--- config.mk ---
export PLATFORM = sky130hd
export DESIGN_NAME = mem_arbiter
export DESIGN_NICKNAME = d
export VERILOG_FILES = /design/src/rtl/mem_arb_pkg.sv /design/src/rtl/mem_arb_select.sv /design/src/rtl/mem_arbiter.sv
export SDC_FILE = /design/constraint.sdc
export NUM_CORES = 1
export LEC_CHECK = 0
export CAP_MARGIN = 15
export CORE_AREA = 3 3 129 131
export CTS_BUF_LIST = sky130_fd_sc_hd__clkbuf_4 sky130_fd_sc_hd__clkbuf_8
export DETAILED_ROUTE_END_ITERATION = 7
export DIE_AREA = 0 0 132 134
export GPL_TIMING_DRIVEN = 0
export PLACE_DENSITY = 0.77
export SLEW_MARGIN = 20
export SYNTH_ARGS = -nofsm -noshare
export SYNTH_HDL_FRONTEND = slang
export SYNTH_SLANG_ARGS = --single-unit
--- constraint.sdc ---
create_clock -name clk -period 1.68 [get_ports clk]
set_clock_uncertainty 0.2 [all_clocks]
set_input_delay 0.168 -clock clk [delete_from_list [all_inputs] [get_ports clk]]
set_output_delay 0.168 -clock clk [all_outputs]
set_load 0.03 [all_outputs]
--- src/rtl/mem_arb_pkg.sv ---
// Shared types and helpers for the instruction/data memory bus arbiter.
package mem_arb_pkg;

    // Arbiter FSM: idle, or one transaction outstanding for fetch or data.
    typedef enum logic [1:0] {
        ARB_IDLE   = 2'd0,
        ARB_BUSY_I = 2'd1,
        ARB_BUSY_D = 2'd2
    } arb_state_e;

    // Which port wins the bus in the current idle cycle.
    typedef enum logic {
        OWN_I = 1'b0,
        OWN_D = 1'b1
    } owner_e;

    // Width needed to count data grants from 0 up to max_streak inclusive.
    function automatic int unsigned streak_width(input int unsigned max_streak);
        return (max_streak < 1) ? 1 : $clog2(max_streak + 1);
    endfunction

endpackage

--- src/rtl/mem_arb_select.sv ---
// Winner selection between fetch and data requests with a bounded data streak
// so that a waiting fetch is served after at most MAX_D_STREAK data grants.
module mem_arb_select
    import mem_arb_pkg::*;
#(
    parameter int unsigned MAX_D_STREAK = 4
) (
    input  logic   clk,
    input  logic   reset,
    input  logic   i_req_i,
    input  logic   d_req_i,
    input  logic   i_gnt_i,
    input  logic   d_gnt_i,
    output owner_e select_o
);

    localparam int unsigned            StreakW   = streak_width(MAX_D_STREAK);
    localparam logic [StreakW-1:0]     StreakMax = StreakW'(MAX_D_STREAK);

    logic [StreakW-1:0] streak_q, streak_d;

    // Data wins unless a fetch is waiting and the streak has reached its cap.
    always_comb begin
        select_o = OWN_I;
        if (d_req_i && (!i_req_i || (streak_q < StreakMax))) begin
            select_o = OWN_D;
        end
    end

    // Streak counts data grants taken while a fetch was waiting.
    always_comb begin
        streak_d = streak_q;
        if (i_gnt_i) begin
            streak_d = '0;
        end else if (d_gnt_i) begin
            if (i_req_i) begin
                if (streak_q < StreakMax) begin
                    streak_d = streak_q + StreakW'(1);
                end
            end else begin
                streak_d = '0;
            end
        end
    end

    // Streak register with synchronous active-low reset.
    always_ff @(posedge clk) begin
        if (!reset) begin
            streak_q <= '0;
        end else begin
            streak_q <= streak_d;
        end
    end

endmodule

--- src/rtl/mem_arbiter.sv ---
// Arbiter sharing one single-ported memory bus between instruction fetch and
// the load/store unit. One transaction outstanding; flushed fetches complete
// on the bus but their response is dropped.
module mem_arbiter
    import mem_arb_pkg::*;
#(
    parameter int unsigned ADDR_W       = 32,
    parameter int unsigned DATA_W       = 32,
    parameter int unsigned MAX_D_STREAK = 4
) (
    input  logic                clk,
    input  logic                reset,
    // Instruction fetch port
    input  logic                i_req,
    input  logic [ADDR_W-1:0]   i_addr,
    output logic                i_gnt,
    input  logic                i_flush,
    output logic                i_rvalid,
    output logic [DATA_W-1:0]   i_rdata,
    // Data port
    input  logic                d_req,
    input  logic                d_we,
    input  logic [DATA_W/8-1:0] d_be,
    input  logic [ADDR_W-1:0]   d_addr,
    input  logic [DATA_W-1:0]   d_wdata,
    output logic                d_gnt,
    output logic                d_rvalid,
    output logic [DATA_W-1:0]   d_rdata,
    // Memory bus
    output logic                m_req,
    output logic                m_we,
    output logic [DATA_W/8-1:0] m_be,
    output logic [ADDR_W-1:0]   m_addr,
    output logic [DATA_W-1:0]   m_wdata,
    input  logic                m_ready,
    input  logic [DATA_W-1:0]   m_rdata,
    output logic                busy
);

    localparam int unsigned BeW = DATA_W / 8;

    arb_state_e          state_q, state_d;
    logic                m_req_q, m_req_d;
    logic                m_we_q, m_we_d;
    logic [BeW-1:0]      m_be_q, m_be_d;
    logic [ADDR_W-1:0]   m_addr_q, m_addr_d;
    logic [DATA_W-1:0]   m_wdata_q, m_wdata_d;
    logic                i_rvalid_q, i_rvalid_d;
    logic [DATA_W-1:0]   i_rdata_q, i_rdata_d;
    logic                d_rvalid_q, d_rvalid_d;
    logic [DATA_W-1:0]   d_rdata_q, d_rdata_d;
    logic                drop_q, drop_d;
    owner_e              select;
    logic                idle;

    mem_arb_select #(
        .MAX_D_STREAK (MAX_D_STREAK)
    ) u_select (
        .clk      (clk),
        .reset    (reset),
        .i_req_i  (i_req),
        .d_req_i  (d_req),
        .i_gnt_i  (i_gnt),
        .d_gnt_i  (d_gnt),
        .select_o (select)
    );

    assign idle = (state_q == ARB_IDLE);

    // Grants only in idle and never while reset is held; flush also blocks fetch.
    always_comb begin
        i_gnt = reset && idle && i_req && !i_flush && (select == OWN_I);
        d_gnt = reset && idle && d_req && (select == OWN_D);
    end

    // Next-state: launch on grant, hold the bus, complete on m_ready.
    always_comb begin
        state_d    = state_q;
        m_req_d    = m_req_q;
        m_we_d     = m_we_q;
        m_be_d     = m_be_q;
        m_addr_d   = m_addr_q;
        m_wdata_d  = m_wdata_q;
        i_rvalid_d = 1'b0;
        i_rdata_d  = i_rdata_q;
        d_rvalid_d = 1'b0;
        d_rdata_d  = d_rdata_q;
        drop_d     = drop_q;

        unique case (state_q)
            ARB_IDLE: begin
                drop_d = 1'b0;
                if (i_gnt) begin
                    state_d   = ARB_BUSY_I;
                    m_req_d   = 1'b1;
                    m_we_d    = 1'b0;
                    m_be_d    = '1;
                    m_addr_d  = i_addr;
                    m_wdata_d = '0;
                end else if (d_gnt) begin
                    state_d   = ARB_BUSY_D;
                    m_req_d   = 1'b1;
                    m_we_d    = d_we;
                    m_be_d    = d_be;
                    m_addr_d  = d_addr;
                    m_wdata_d = d_wdata;
                end
            end
            ARB_BUSY_I: begin
                if (i_flush) begin
                    drop_d = 1'b1;
                end
                if (m_ready) begin
                    state_d = ARB_IDLE;
                    m_req_d = 1'b0;
                    drop_d  = 1'b0;
                    // A flush in the completion cycle itself still drops the data.
                    if (!drop_q && !i_flush) begin
                        i_rvalid_d = 1'b1;
                        i_rdata_d  = m_rdata;
                    end
                end
            end
            ARB_BUSY_D: begin
                if (m_ready) begin
                    state_d    = ARB_IDLE;
                    m_req_d    = 1'b0;
                    d_rvalid_d = 1'b1;
                    d_rdata_d  = m_we_q ? '0 : m_rdata;
                end
            end
            default: begin
                state_d = ARB_IDLE;
                m_req_d = 1'b0;
            end
        endcase
    end

    // State and output registers; reset abandons any bus transaction.
    always_ff @(posedge clk) begin
        if (!reset) begin
            state_q    <= ARB_IDLE;
            m_req_q    <= 1'b0;
            m_we_q     <= 1'b0;
            m_be_q     <= '0;
            m_addr_q   <= '0;
            m_wdata_q  <= '0;
            i_rvalid_q <= 1'b0;
            i_rdata_q  <= '0;
            d_rvalid_q <= 1'b0;
            d_rdata_q  <= '0;
            drop_q     <= 1'b0;
        end else begin
            state_q    <= state_d;
            m_req_q    <= m_req_d;
            m_we_q     <= m_we_d;
            m_be_q     <= m_be_d;
            m_addr_q   <= m_addr_d;
            m_wdata_q  <= m_wdata_d;
            i_rvalid_q <= i_rvalid_d;
            i_rdata_q  <= i_rdata_d;
            d_rvalid_q <= d_rvalid_d;
            d_rdata_q  <= d_rdata_d;
            drop_q     <= drop_d;
        end
    end

    // Registered outputs.
    always_comb begin
        m_req    = m_req_q;
        m_we     = m_we_q;
        m_be     = m_be_q;
        m_addr   = m_addr_q;
        m_wdata  = m_wdata_q;
        i_rvalid = i_rvalid_q;
        i_rdata  = i_rdata_q;
        d_rvalid = d_rvalid_q;
        d_rdata  = d_rdata_q;
        busy     = (state_q != ARB_IDLE);
    end

endmodule

==> flow_summary.yaml <==
status:
  status: "finished with violations"
  violations: "negative setup slack"
synth:
  ys.flop_type: "dfxtp_1"
  synth_seq_cells: 142
  avgSynthCellArea_sq_um: 8.90
  yosys_warnings: 0
  synth.net_count: 822
  yosysUniqueCellTypes: 40
  synth_edf_count: 0
  ys_top_cells_by_area: "dfxtp_1, nand2_1, nand3_1"
  synth_top_area_cell: "dfxtp_1"
  yosysSeqAreaShare_pct: 47.0
  async_flop_share_pct: 0
  synth_top_cell_area_share_pct: 47.0
  mappedNetlistArea_sq_mm: 0.00604
  postSynthCellCount: 679
power:
  p_per_area_mw_per_mm2: 880
  p_leak_nw: 4.32
  vdd_drop_max_mv: 0.513
floorplanning:
  fp-row-count: 46
  coreArea_sq_mm: 0.0157
  io_pins: 278
  dieArea_sq_mm: 0.0177
  dieWidth_microns: 132
  start_util_pct: 38.5
  fp.dieH_microns: 134
cts:
  htreeDepth: 4
  clk_latency_ns: 0.44
  cts_buffers: 17
  root_buffer: "clkbuf_8"
  cts_sinks: 142
  ctsLongestPathBuffers: 2
  path_clk_slew_ns: 0.09
  tritoncts: "built"
timing:
  timing.final.max_slew_violations: 0
  finalSetupViolCount: 103
  finalCritPeriodShare_pct: 112
  clock.fmax_mhz: 532
  period_minus_slack_ns: 1.88
  tightest_slew_ns: 0.674
  final_hold_viol_count: 0
  slew_headroom_pct: 55.1
  rsz0062_at_grt: "true"
  layout_setup_ws_ns: -0.201
  hold_slack_ns: 0.0325
route:
  wl_met3_microns: 1570
  met2_length_microns: 11400
  totalWireLength_microns: 23600
  drt_iter0_drc: 386
  drtPass1Iterations: 6
  vias_per_cell: 5.53
  wl_per_cell_microns: 18.9
  met1_length_microns: 9820
  routed.top_layer: "met4"
  route.detailed.drc: 0
  drtAntennaViolNets: 0
  vias: 6912
critical_path:
  critPathRequiredTime_ns: 1.31
  cp-start-kind: "flip-flop"
  slowest_stage: "dfxtp_4"
  crit_path_cell_trace: "nor2b_2 -> buf_6 -> buf_12 -> nor3_4 -> buf_6"
  cp.depth: 5
  worst-path-max-fanout: 10
  path_delay_family: "buffers and inverters"
  r2r-end: "m_be[2]"
  crit_top_cell: "buf_6"
  reg2reg_from: "state_q[0]"
  critPathKind: "reg2out"
  ff2ff_setup_slack_ns: -0.15
  cp.arrival_ns: 1.51
  cp_slowest_stage_delay_ns: 0.40
  r2r_cells: 8
  worst-path-buf-inv: 3
  end_kind: "output port"
finish:
  layout_commonest_cell: "dfxtp_1"
  design_area_sq_mm: 0.0107
  fillerInstances: 1285
  drive_gt1_share_pct: 23.1
  syn_to_final_growth_pct: 76.9
  layout_common_cells: "dfxtp_1, clkdlybuf4s50_1, dlygate4sd2_1, nand2_1, nand3_1"
  num_antenna_cells: 0
  fin_nets: 1163
placed_design:
  io_buffers: 275
  hpwl_microns: 15600
  place.gp.congestion: 0.847
  placed_cell_area_sq_mm: 0.00921
grt:
  overflow: 0
  gr-usage-all-layers_pct: 25.2
  antenna_found_initial: 0
  grt_pass1_wl_microns: 36100
  grt_max_degree: 17
  grt_pass1_vias: 6796
worst_hold_path:
  hold_start: "reset"
  holdPathStages: 4
  min_to: "state_q[1]"
  hold_path_class: "in2reg"
run:
  drv_cap: 0
what timing repair did:
item | 4_1_cts | 5_1_grt
endpoints found under the hold margin | 9 | 0
gates cloned | 11 | 5
pin swaps | 43 | 11
setup buffers | 27 | 15
gates resized for setup | 271 | 84
hold buffers | 3 | 0
endpoints found under the setup margin | 275 | 141
kinds of logic (layout without fill, tap and decap cells):
group           after synthesis  after routing  share of synthesized area (%)
buf+inv                      86            440                           7.97
flops                       142            142                           47.0
simple gates                191            191                           14.3
fa+ha+maj                     4              4                          0.828
compound gates              256            256                           29.9
per-layer routing:
metal	vias to the layer above	global-route usage (%)
li1	3229	-
met3	50	6.60
met5	-	0
met1	3341	31.0
met4	0	10.9
met2	292	42.0
area by class of cell:
cell class,count,area (sq um),area share [%]
Tap cell,216,270,2.53
Buffer,75,678,6.34
Clock buffer,18,248,2.32
Multi-Input combinational cell,451,3220,30.1
Inverter,5,22.5,0.211
Sequential cell,142,2850,26.7
Clock inverter,14,146,1.37
Timing Repair Buffer,328,3260,30.5
worst min-delay path, cell delays in order:
cell,delay (ns)
buf_4,0.14
and3_1,0.17
nand3_1,0.07
o211ai_1,0.09
worst max path at each step:
stage / slack (ns) / startpoint / to
2_1_floorplan: -0.10 / state_q[0] / m_wdata[25]
3_3_place_gp: -0.95 / i_flush / i_gnt
3_5_place_dp: -0.97 / i_flush / i_gnt
4_1_cts: -0.32 / state_q[0] / i_gnt
5_1_grt: -0.29 / state_q[1] / i_gnt
6_report: -0.20 / u_select.streak_q[2] / i_gnt
Yosys cell counts (all sizes together) (23+ instances only):
cell type	n
a21oi	42
a31oi	34
dfxtp	142
nand3	68
buf	58
a22o	32
a311oi	32
o21ai	35
clkbuf	23
nand2	100
a211oi	41
o211ai	34
stage by stage:
stage | setup slack, ns | utilization, % | instances | total power [mW] | TNS [ns]
5_1_grt | -0.292 | 68.0 | 1249 | 9.77 | -16.60
4_1_cts | -0.322 | 65.4 | 1240 | 9.21 | -13.86
3_5_place_dp | -0.969 | 58.6 | 1170 | 6.21 | -45.71
3_3_place_gp | -0.950 | 58.6 | 1170 | 6.19 | -43.76
2_1_floorplan | -0.103 | - | 679 | 5.13 | -5.40
6_report | -0.201 | 68.0 | 1249 | 9.41 | -10.09
flip-flops by register name, indices dropped and copies added (netlist names), 2 cells and up:
name,count
d_rdata,32
m_addr,32
u_select.streak_q,3
state_q,2
m_be,4
m_wdata,32
i_rdata,32
where the power goes:
group | switching, mW | internal (mW)
clock | 1.49 | 1.27
sequential | 0.169 | 3.61
combinational | 1.50 | 1.37
total | 3.17 | 6.24
Note: power is estimated with default switching activity, not from simulation.
